File: src/rtl/mpc_mac_pipe.sv
// Four-stage pipelined signed multiply-accumulate with round-half-up, shift and narrowing.
// Define MPC_MAC_SAT_EN to clamp the narrowed result and report clamping on ovf.
module mpc_mac_pipe #(
   parameter int A_W   = 21,
   parameter int B_W   = 13,
   parameter int ACC_W = 40,
   parameter int SHIFT = 10,
   parameter int OUT_W = 24
) (
   input  logic                    clk,
   input  logic                    rst,
   input  logic                    ce,
   input  logic                    in_valid,
   input  logic signed [A_W-1:0]   a,
   input  logic signed [B_W-1:0]   b,
   input  logic                    acc_first,
   input  logic                    acc_last,
   output logic                    out_valid,
   output logic signed [OUT_W-1:0] p,
   output logic                    ovf
);

   localparam int PROD_W = A_W + B_W;

   // Half an output LSB, expressed at accumulator scale (zero when SHIFT is 0).
   localparam logic signed [ACC_W:0] ROUND_K = ({{ACC_W{1'b0}}, 1'b1} << SHIFT) >> 1;

   // S1: input capture
   logic signed [A_W-1:0]    s1_a_reg;
   logic signed [B_W-1:0]    s1_b_reg;
   logic                     s1_valid_reg;
   logic                     s1_first_reg;
   logic                     s1_last_reg;

   // S2: product
   logic signed [PROD_W-1:0] prod_next;
   logic signed [PROD_W-1:0] s2_prod_reg;
   logic                     s2_valid_reg;
   logic                     s2_first_reg;
   logic                     s2_last_reg;

   // S3: accumulator
   logic signed [ACC_W-1:0]  prod_ext;
   logic signed [ACC_W-1:0]  acc_next;
   logic signed [ACC_W-1:0]  acc_reg;
   logic                     s3_valid_reg;
   logic                     s3_last_reg;

   // S4: round, shift, narrow
   logic signed [ACC_W:0]    rounded_next;
   logic signed [ACC_W:0]    shifted_next;
   logic signed [OUT_W-1:0]  p_next;
   logic signed [OUT_W-1:0]  p_reg;
   logic                     out_valid_reg;
   logic                     emit_next;

   always_ff @(posedge clk or posedge rst) begin
      if (rst) begin
         s1_a_reg     <= '0;
         s1_b_reg     <= '0;
         s1_valid_reg <= 1'b0;
         s1_first_reg <= 1'b0;
         s1_last_reg  <= 1'b0;
      end else if (ce) begin
         s1_a_reg     <= a;
         s1_b_reg     <= b;
         s1_valid_reg <= in_valid;
         s1_first_reg <= in_valid & acc_first;
         s1_last_reg  <= in_valid & acc_last;
      end
   end

   assign prod_next = s1_a_reg * s1_b_reg;

   always_ff @(posedge clk or posedge rst) begin
      if (rst) begin
         s2_prod_reg  <= '0;
         s2_valid_reg <= 1'b0;
         s2_first_reg <= 1'b0;
         s2_last_reg  <= 1'b0;
      end else if (ce) begin
         s2_prod_reg  <= prod_next;
         s2_valid_reg <= s1_valid_reg;
         s2_first_reg <= s1_first_reg;
         s2_last_reg  <= s1_last_reg;
      end
   end

   // A first marker reloads, silently dropping any unfinished partial sum.
   assign prod_ext = ACC_W'(s2_prod_reg);
   assign acc_next = s2_first_reg ? prod_ext : acc_reg + prod_ext;

   always_ff @(posedge clk or posedge rst) begin
      if (rst) begin
         acc_reg      <= '0;
         s3_valid_reg <= 1'b0;
         s3_last_reg  <= 1'b0;
      end else if (ce) begin
         if (s2_valid_reg) begin
            acc_reg <= acc_next;
         end
         s3_valid_reg <= s2_valid_reg;
         s3_last_reg  <= s2_last_reg;
      end
   end

   // One guard bit keeps the rounding add from wrapping at the top of the range.
   assign rounded_next = {acc_reg[ACC_W-1], acc_reg} + ROUND_K;
   assign shifted_next = rounded_next >>> SHIFT;
   assign emit_next    = s3_valid_reg & s3_last_reg;

`ifdef MPC_MAC_SAT_EN
   localparam logic signed [ACC_W:0] OUT_MAX = {{(ACC_W + 2 - OUT_W){1'b0}}, {(OUT_W - 1){1'b1}}};
   localparam logic signed [ACC_W:0] OUT_MIN = ~OUT_MAX;

   logic [ACC_W:OUT_W] sign_diff;
   logic               ovf_next;
   logic               ovf_reg;

   // Out of range whenever any bit above the output sign differs from it.
   genvar gi;
   generate
      for (gi = OUT_W; gi <= ACC_W; gi++) begin : g_sign_diff
         assign sign_diff[gi] = shifted_next[gi] ^ shifted_next[OUT_W-1];
      end
   endgenerate

   assign ovf_next = |sign_diff;
   assign p_next   = !ovf_next          ? shifted_next[OUT_W-1:0] :
                     shifted_next[ACC_W] ? OUT_MIN[OUT_W-1:0]      : OUT_MAX[OUT_W-1:0];

   always_ff @(posedge clk or posedge rst) begin
      if (rst) begin
         ovf_reg <= 1'b0;
      end else if (ce && emit_next) begin
         ovf_reg <= ovf_next;
      end
   end

   assign ovf = ovf_reg;
`else
   logic unused_shifted_hi;

   assign unused_shifted_hi = ^shifted_next[ACC_W:OUT_W];
   assign p_next            = shifted_next[OUT_W-1:0];
   assign ovf               = 1'b0;
`endif

   always_ff @(posedge clk or posedge rst) begin
      if (rst) begin
         p_reg         <= '0;
         out_valid_reg <= 1'b0;
      end else if (ce) begin
         if (emit_next) begin
            p_reg <= p_next;
         end
         out_valid_reg <= emit_next;
      end
   end

   assign p         = p_reg;
   assign out_valid = out_valid_reg;

endmodule

File: config.mk
export PLATFORM = sky130hd
export DESIGN_NAME = mpc_mac_pipe
export DESIGN_NICKNAME = d
export VERILOG_FILES = /design/src/rtl/mpc_mac_pipe.sv
export SDC_FILE = /design/constraint.sdc
export NUM_CORES = 1
export LEC_CHECK = 0
export BUFFER_PORTS_ARGS = -buffer_cell sky130_fd_sc_hd__buf_2
export CAP_MARGIN = 20
export CORE_ASPECT_RATIO = 1.1
export CORE_UTILIZATION = 45
export DETAILED_ROUTE_END_ITERATION = 8
export HOLD_SLACK_MARGIN = 0.03
export PLACE_DENSITY_LB_ADDON = 0.15
export SLEW_MARGIN = 25
export SYNTH_ARGS = -nofsm -noshare
export SYNTH_HDL_FRONTEND = slang
export SYNTH_SLANG_ARGS = --single-unit
export TNS_END_PERCENT = 50
File: constraint.sdc
create_clock -name clk -period 7.2 [get_ports clk]
set_clock_uncertainty 0.1 [all_clocks]
set_input_delay 0 -clock clk [delete_from_list [all_inputs] [get_ports clk]]
set_output_delay 0 -clock clk [all_outputs]
set_load 0.01 [all_outputs]
# [Word-level counts from Yosys, hierarchy flattened]
# Cells that the tools add are included.
[word_totals] elab_cells=23 input_bits=40 reg_bits=141 out_inout_bits=26
[classes] mul=1 reduce_logical=2 n_addsub=2 n_mux=1 bitwise_logic=3
[op_table] op="$add A40 B34 Y40" n=1
[op_table] op="$mux W40" n=1
[op_table] op="$add A34 B11 Y34 const B" n=1
[op_table] op="$mul A21 B13 Y34" n=1
[op_table] op="$reduce_and A2 Y1" n=2
[op_table] op="$and A1 B1 Y1" n=3

# [Logic depth before layout (Yosys ltp)]
[depth] depth_word=2 depth_mapped=24 mapped_depth_nobuf=23

# [Worst setup path after synthesis]
# OpenSTA, ideal clock, no wires.
[synth_path] kind="register -> register" from="register s1_b_reg[9]" to="register s2_prod_reg[28]" synth_period_minus_slack_ns=6.044 arrival_time_ns=5.819 setup_time_ns=0.125 path_slack_ns=1.156 n_path_buf=1 required_time_ns=6.975 path_stages_with_launch=21 path_cell_list="dfrtp_1 -> clkbuf_1 -> nand2_1 -> fa_1 -> inv_1 -> fa_1 -> fa_1 -> fa_1 -> fa_1 -> ha_1 -> ha_1 -> a21o_1 -> a21oi_1 -> o21bai_1 -> a21o_1 -> a21oi_2 -> or4b_4 -> a41oi_1 -> o21ai_1 -> xor2_1 -> mux2_2"
[synth_via] elab_chain_cells=1
[synth_rtl] item="from (decl)" line_no="30" source="logic signed [B_W-1:0] s1_b_reg;"
[synth_rtl] item="from (signal assigned)" line_no="60" source="s1_b_reg <= '0;"
[synth_rtl] item="from (signal assigned)" line_no="66" source="s1_b_reg <= b;"
[synth_rtl] item="$mul A21 B13 Y34" line_no="73" source="assign prod_next = s1_a_reg * s1_b_reg;"
[synth_rtl] item="to (signal assigned)" line_no="82" source="s2_prod_reg <= prod_next;"
[synth_rtl] item="to (decl)" line_no="37" source="logic signed [PROD_W-1:0] s2_prod_reg;"
# No other way between the ends.
# A chain may end at the register's enable or synchronous reset.

# [Worst setup path in the final report]
[layout_path] from="register s1_b_reg[1]" to="register s2_prod_reg[33]"
# The elaborated chain is that of the path after synthesis.

==> metrics.yaml <==
synthesis:
  ys_top_cells_by_area: "fa_1 (30%), dfrtp_1 (20%), ha_1 (8.8%)"
  yosysUniqueCellTypes: 65
  syn_inst: 1767
  netlist.top_cell.by_area: "fa_1"
  synth-edff-count: 0
  synth_top_flop_cell: "dfrtp_1"
  async_reset_ff_share_pct: 100
  yosysSeqAreaShare_pct: 20.2
  synth_nets: 2175
  syn_avg_cell_area_um2: 9.46
  synth_top_area_share_pct: 30.1
  yosys_register_bits: 135
  syn-cell-area_mm2: 0.0167
  ys.warnings.count: 0
clock_network:
  tritoncts.num_buffers: 17
  worstSkewPairLatency_ps: 450
  cts_setup_buffers: 0
  clk_path_buf_depth: 2
  clkSinkCount: 135
  tritoncts: "yes"
  root_buffer: "clkbuf_16"
  clk_pin_slew_ps: 70
  htreeDepth: 4
critical_path:
  worst-path-max-fanout: 22
  cp.arrival_ps: 6950
  path_buf_inv: 5
  r2r-end: "s2_prod_reg[33]$_DFFE_PP0P_"
  crit_required_ps: 7420
  rr_worst_depth: 22
  startpoint_type: "flip-flop"
  crit_slowest_cell: "dfrtp_1"
  endpoint_kind: "flip-flop"
  cp_common_cell: "fa_1"
  path_depth: 22
  path_cells: "and2_1 > fa_1 > inv_1 > fa_1 > inv_1 > fa_1 > inv_1 > fa_1 > fa_1 > inv_1 > ha_1 > ha_1 > a21oi_1 > nand2b_1 > a211o_1 > a2111oi_0 > buf_4 > o31ai_1 > a21oi_1 > nor2_1 > xnor2_1 > mux2_2"
  worstSetupPathType: "flip-flop to flip-flop"
  worst-r2r-setup-slack_ps: 470
  timing.rr.start: "s1_b_reg[1]$_DFFE_PP0P_"
  crit_path_max_incr_delay_ps: 680
  path_delay_family: "adder cells"
routing:
  drc: 0
  vias: 11800
  wire_per_inst_um: 16.4
  viasPerCell: 5.09
  drt_iter0_drc: 556
  firstDrtPassIters: 5
  routed_wl_um: 38000
  ant_nets: 0
placement:
  place_area_mm2: 0.0174
  hpwl_um: 29200
  numPortBuffers: 64
  place.gp.congestion: 0.906
job:
  maxCapViolCount: 0
timing:
  fmax_mhz: 149
  slew_viol_final: 0
  tightestPinTransition_ps: 820
  setup_tns_ps: 0
  rsz0062_at_grt: "false"
  finalSetupViolations: 0
  finalHoldViolCount: 0
  fin_crit_ps: 6730
  relSlewSlack_pct: 45.3
  period_share_pct: 93.5
final_layout:
  nFillCells: 3487
  post-route-util_pct: 50.7
  drive_gt1_share_pct: 10.5
  syn2layout_area_growth_pct: 10.3
  finalInstanceArea_mm2: 0.0184
  nNetsFinal: 2231
  antenna_cells: 0
grt:
  grt_antenna_before_repair: 0
  grt_max_degree: 80
  grt_use_total_pct: 21.8
  grt_pass1_wl_um: 64300
  grt_pass1_vias: 12600
  grt_remaining_overflow: 0
status:
  run_status: "completed"
floorplanning:
  io_pins: 66
  die_width_um: 186
  coreArea_mm2: 0.0364
  die_h_um: 204
  start_util_pct: 46.0
  rows: 73
  die_area_mm2: 0.0379
min_path:
  hp-class: "input port to async pin"
==> synthesized netlist by cell type (3+ instances only) <==
| cell | number |
|---|---|
| xor2_1 | 28 |
| buf_1 | 5 |
| a21o_1 | 23 |
| a211oi_2 | 3 |
| ha_1 | 117 |
| o21ai_0 | 74 |
| nand3_1 | 29 |
| clkbuf_1 | 73 |
| dfrtp_1 | 135 |
| o21ai_1 | 6 |
| nor4b_1 | 3 |
| nand2_1 | 236 |
| nand4_1 | 6 |
| nor3_1 | 20 |
| xnor2_1 | 53 |
| o21bai_1 | 7 |
| and3_1 | 6 |
| a21boi_1 | 3 |
| a21oi_1 | 74 |
| a21boi_0 | 3 |
| o211ai_1 | 5 |
| nor2b_1 | 28 |
| and2_1 | 106 |
| mux2_2 | 66 |
| a211o_1 | 4 |
| nand2b_1 | 14 |
| fa_1 | 251 |
| nor2_1 | 59 |
| o31ai_1 | 4 |
| o21a_1 | 8 |
| a31oi_1 | 7 |
| mux2i_1 | 7 |
| a211oi_1 | 8 |
| inv_1 | 258 |
==> logic make-up after synthesis <==
logic type                 synth area share (%)
other                                    0.0224
DFF                                        20.2
and+or+nand+nor                            15.0
adders and majority gates                  38.8
buffers and inverters                      7.75
xor gates and xnor gates                   4.24
AOI/OAI and AO/OA                          9.01
muxes                                      4.96
==> cell type report <==
cell class / count / area [µm²] / area share, %
multi-input cells: 1292 / 12000 / 65.3
flip-flops and latches: 135 / 3380 / 18.3
inverters: 258 / 973 / 5.28
repair buffers: 119 / 845 / 4.58
well taps: 487 / 609 / 3.30
clock buffers: 19 / 443 / 2.40
clock inverters: 11 / 150 / 0.814
==> metrics by stage <==
stage               instances  setup slack, ps  hold WS [ps]
floorplan                1767             1160          46.8
CTS                      2321              467           173
detailed placement       2249              487           105
finish                   2321              470           156
global placement         2249              530           103
global route             2321              199           212
==> timing repair <==
action | 4_1_cts | 5_1_grt
resized for setup | 0 | 0
hold buffers | 42 | 0
hold endpoints to repair | 116 | 0
==> cells in the final DEF (no fill, tap or decap), types with 4 or more instances in the layout <==
master	n
mux2_2	66
mux2i_1	7
buf_4	13
inv_1	257
nor2_1	59
dlygate4sd3_1	42
clkbuf_16	17
fa_1	251
a21o_1	23
nor2b_1	28
o21a_1	8
dfrtp_1	134
a211oi_1	8
nor3_1	20
nand2b_1	14
a211o_1	4
and3_1	6
nand4_1	6
xnor2_1	53
nand2_1	235
a21oi_1	74
a31oi_1	7
o21ai_0	74
and2_1	106
nand3_1	29
o21ai_1	6
xor2_1	28
o21bai_1	7
ha_1	117
o31ai_1	4
buf_2	63
o211ai_1	5
==> worst max-delay path by stage <==
stage	endpoint	slack [ps]	startpoint
5_1_grt	s2_prod_reg[31]$_DFFE_PP0P_	200	s1_b_reg[3]$_DFFE_PP0P_
2_1_floorplan	s2_prod_reg[28]$_DFFE_PP0P_	1160	s1_b_reg[9]$_DFFE_PP0P_
4_1_cts	s2_prod_reg[33]$_DFFE_PP0P_	470	s1_b_reg[7]$_DFFE_PP0P_
3_5_place_dp	s2_prod_reg[33]$_DFFE_PP0P_	490	s1_b_reg[7]$_DFFE_PP0P_
3_3_place_gp	s2_prod_reg[33]$_DFFE_PP0P_	530	s1_b_reg[1]$_DFFE_PP0P_
6_report	s2_prod_reg[33]$_DFFE_PP0P_	470	s1_b_reg[1]$_DFFE_PP0P_
==> worst reg2reg max path: cells and delay by family, from the launching register on <==
| kind | cells | cell delay [ps] |
|---|---|---|
| fa+ha+maj | 7 | 3170 |
| xor+xnor | 1 | 120 |
| flops | 1 | 680 |
| compound gates | 5 | 1310 |
| simple gates | 3 | 590 |
| buf+inv | 5 | 410 |
| mux | 1 | 260 |
==> layer usage <==
metal / vias to the layer above / track usage, % / wire (µm)
met1: 5799 / 30.5 / 18500
met3: 47 / 4.15 / 1700
met4: 0 / 5.24 / 559
met2: 260 / 34.6 / 17200
li1: 5717 / - / -
met5: - / 0 / 0
Power is left out: the tool's default activity adds up to more than one toggle a clock period on the data nets, which glitch-free logic cannot reach.
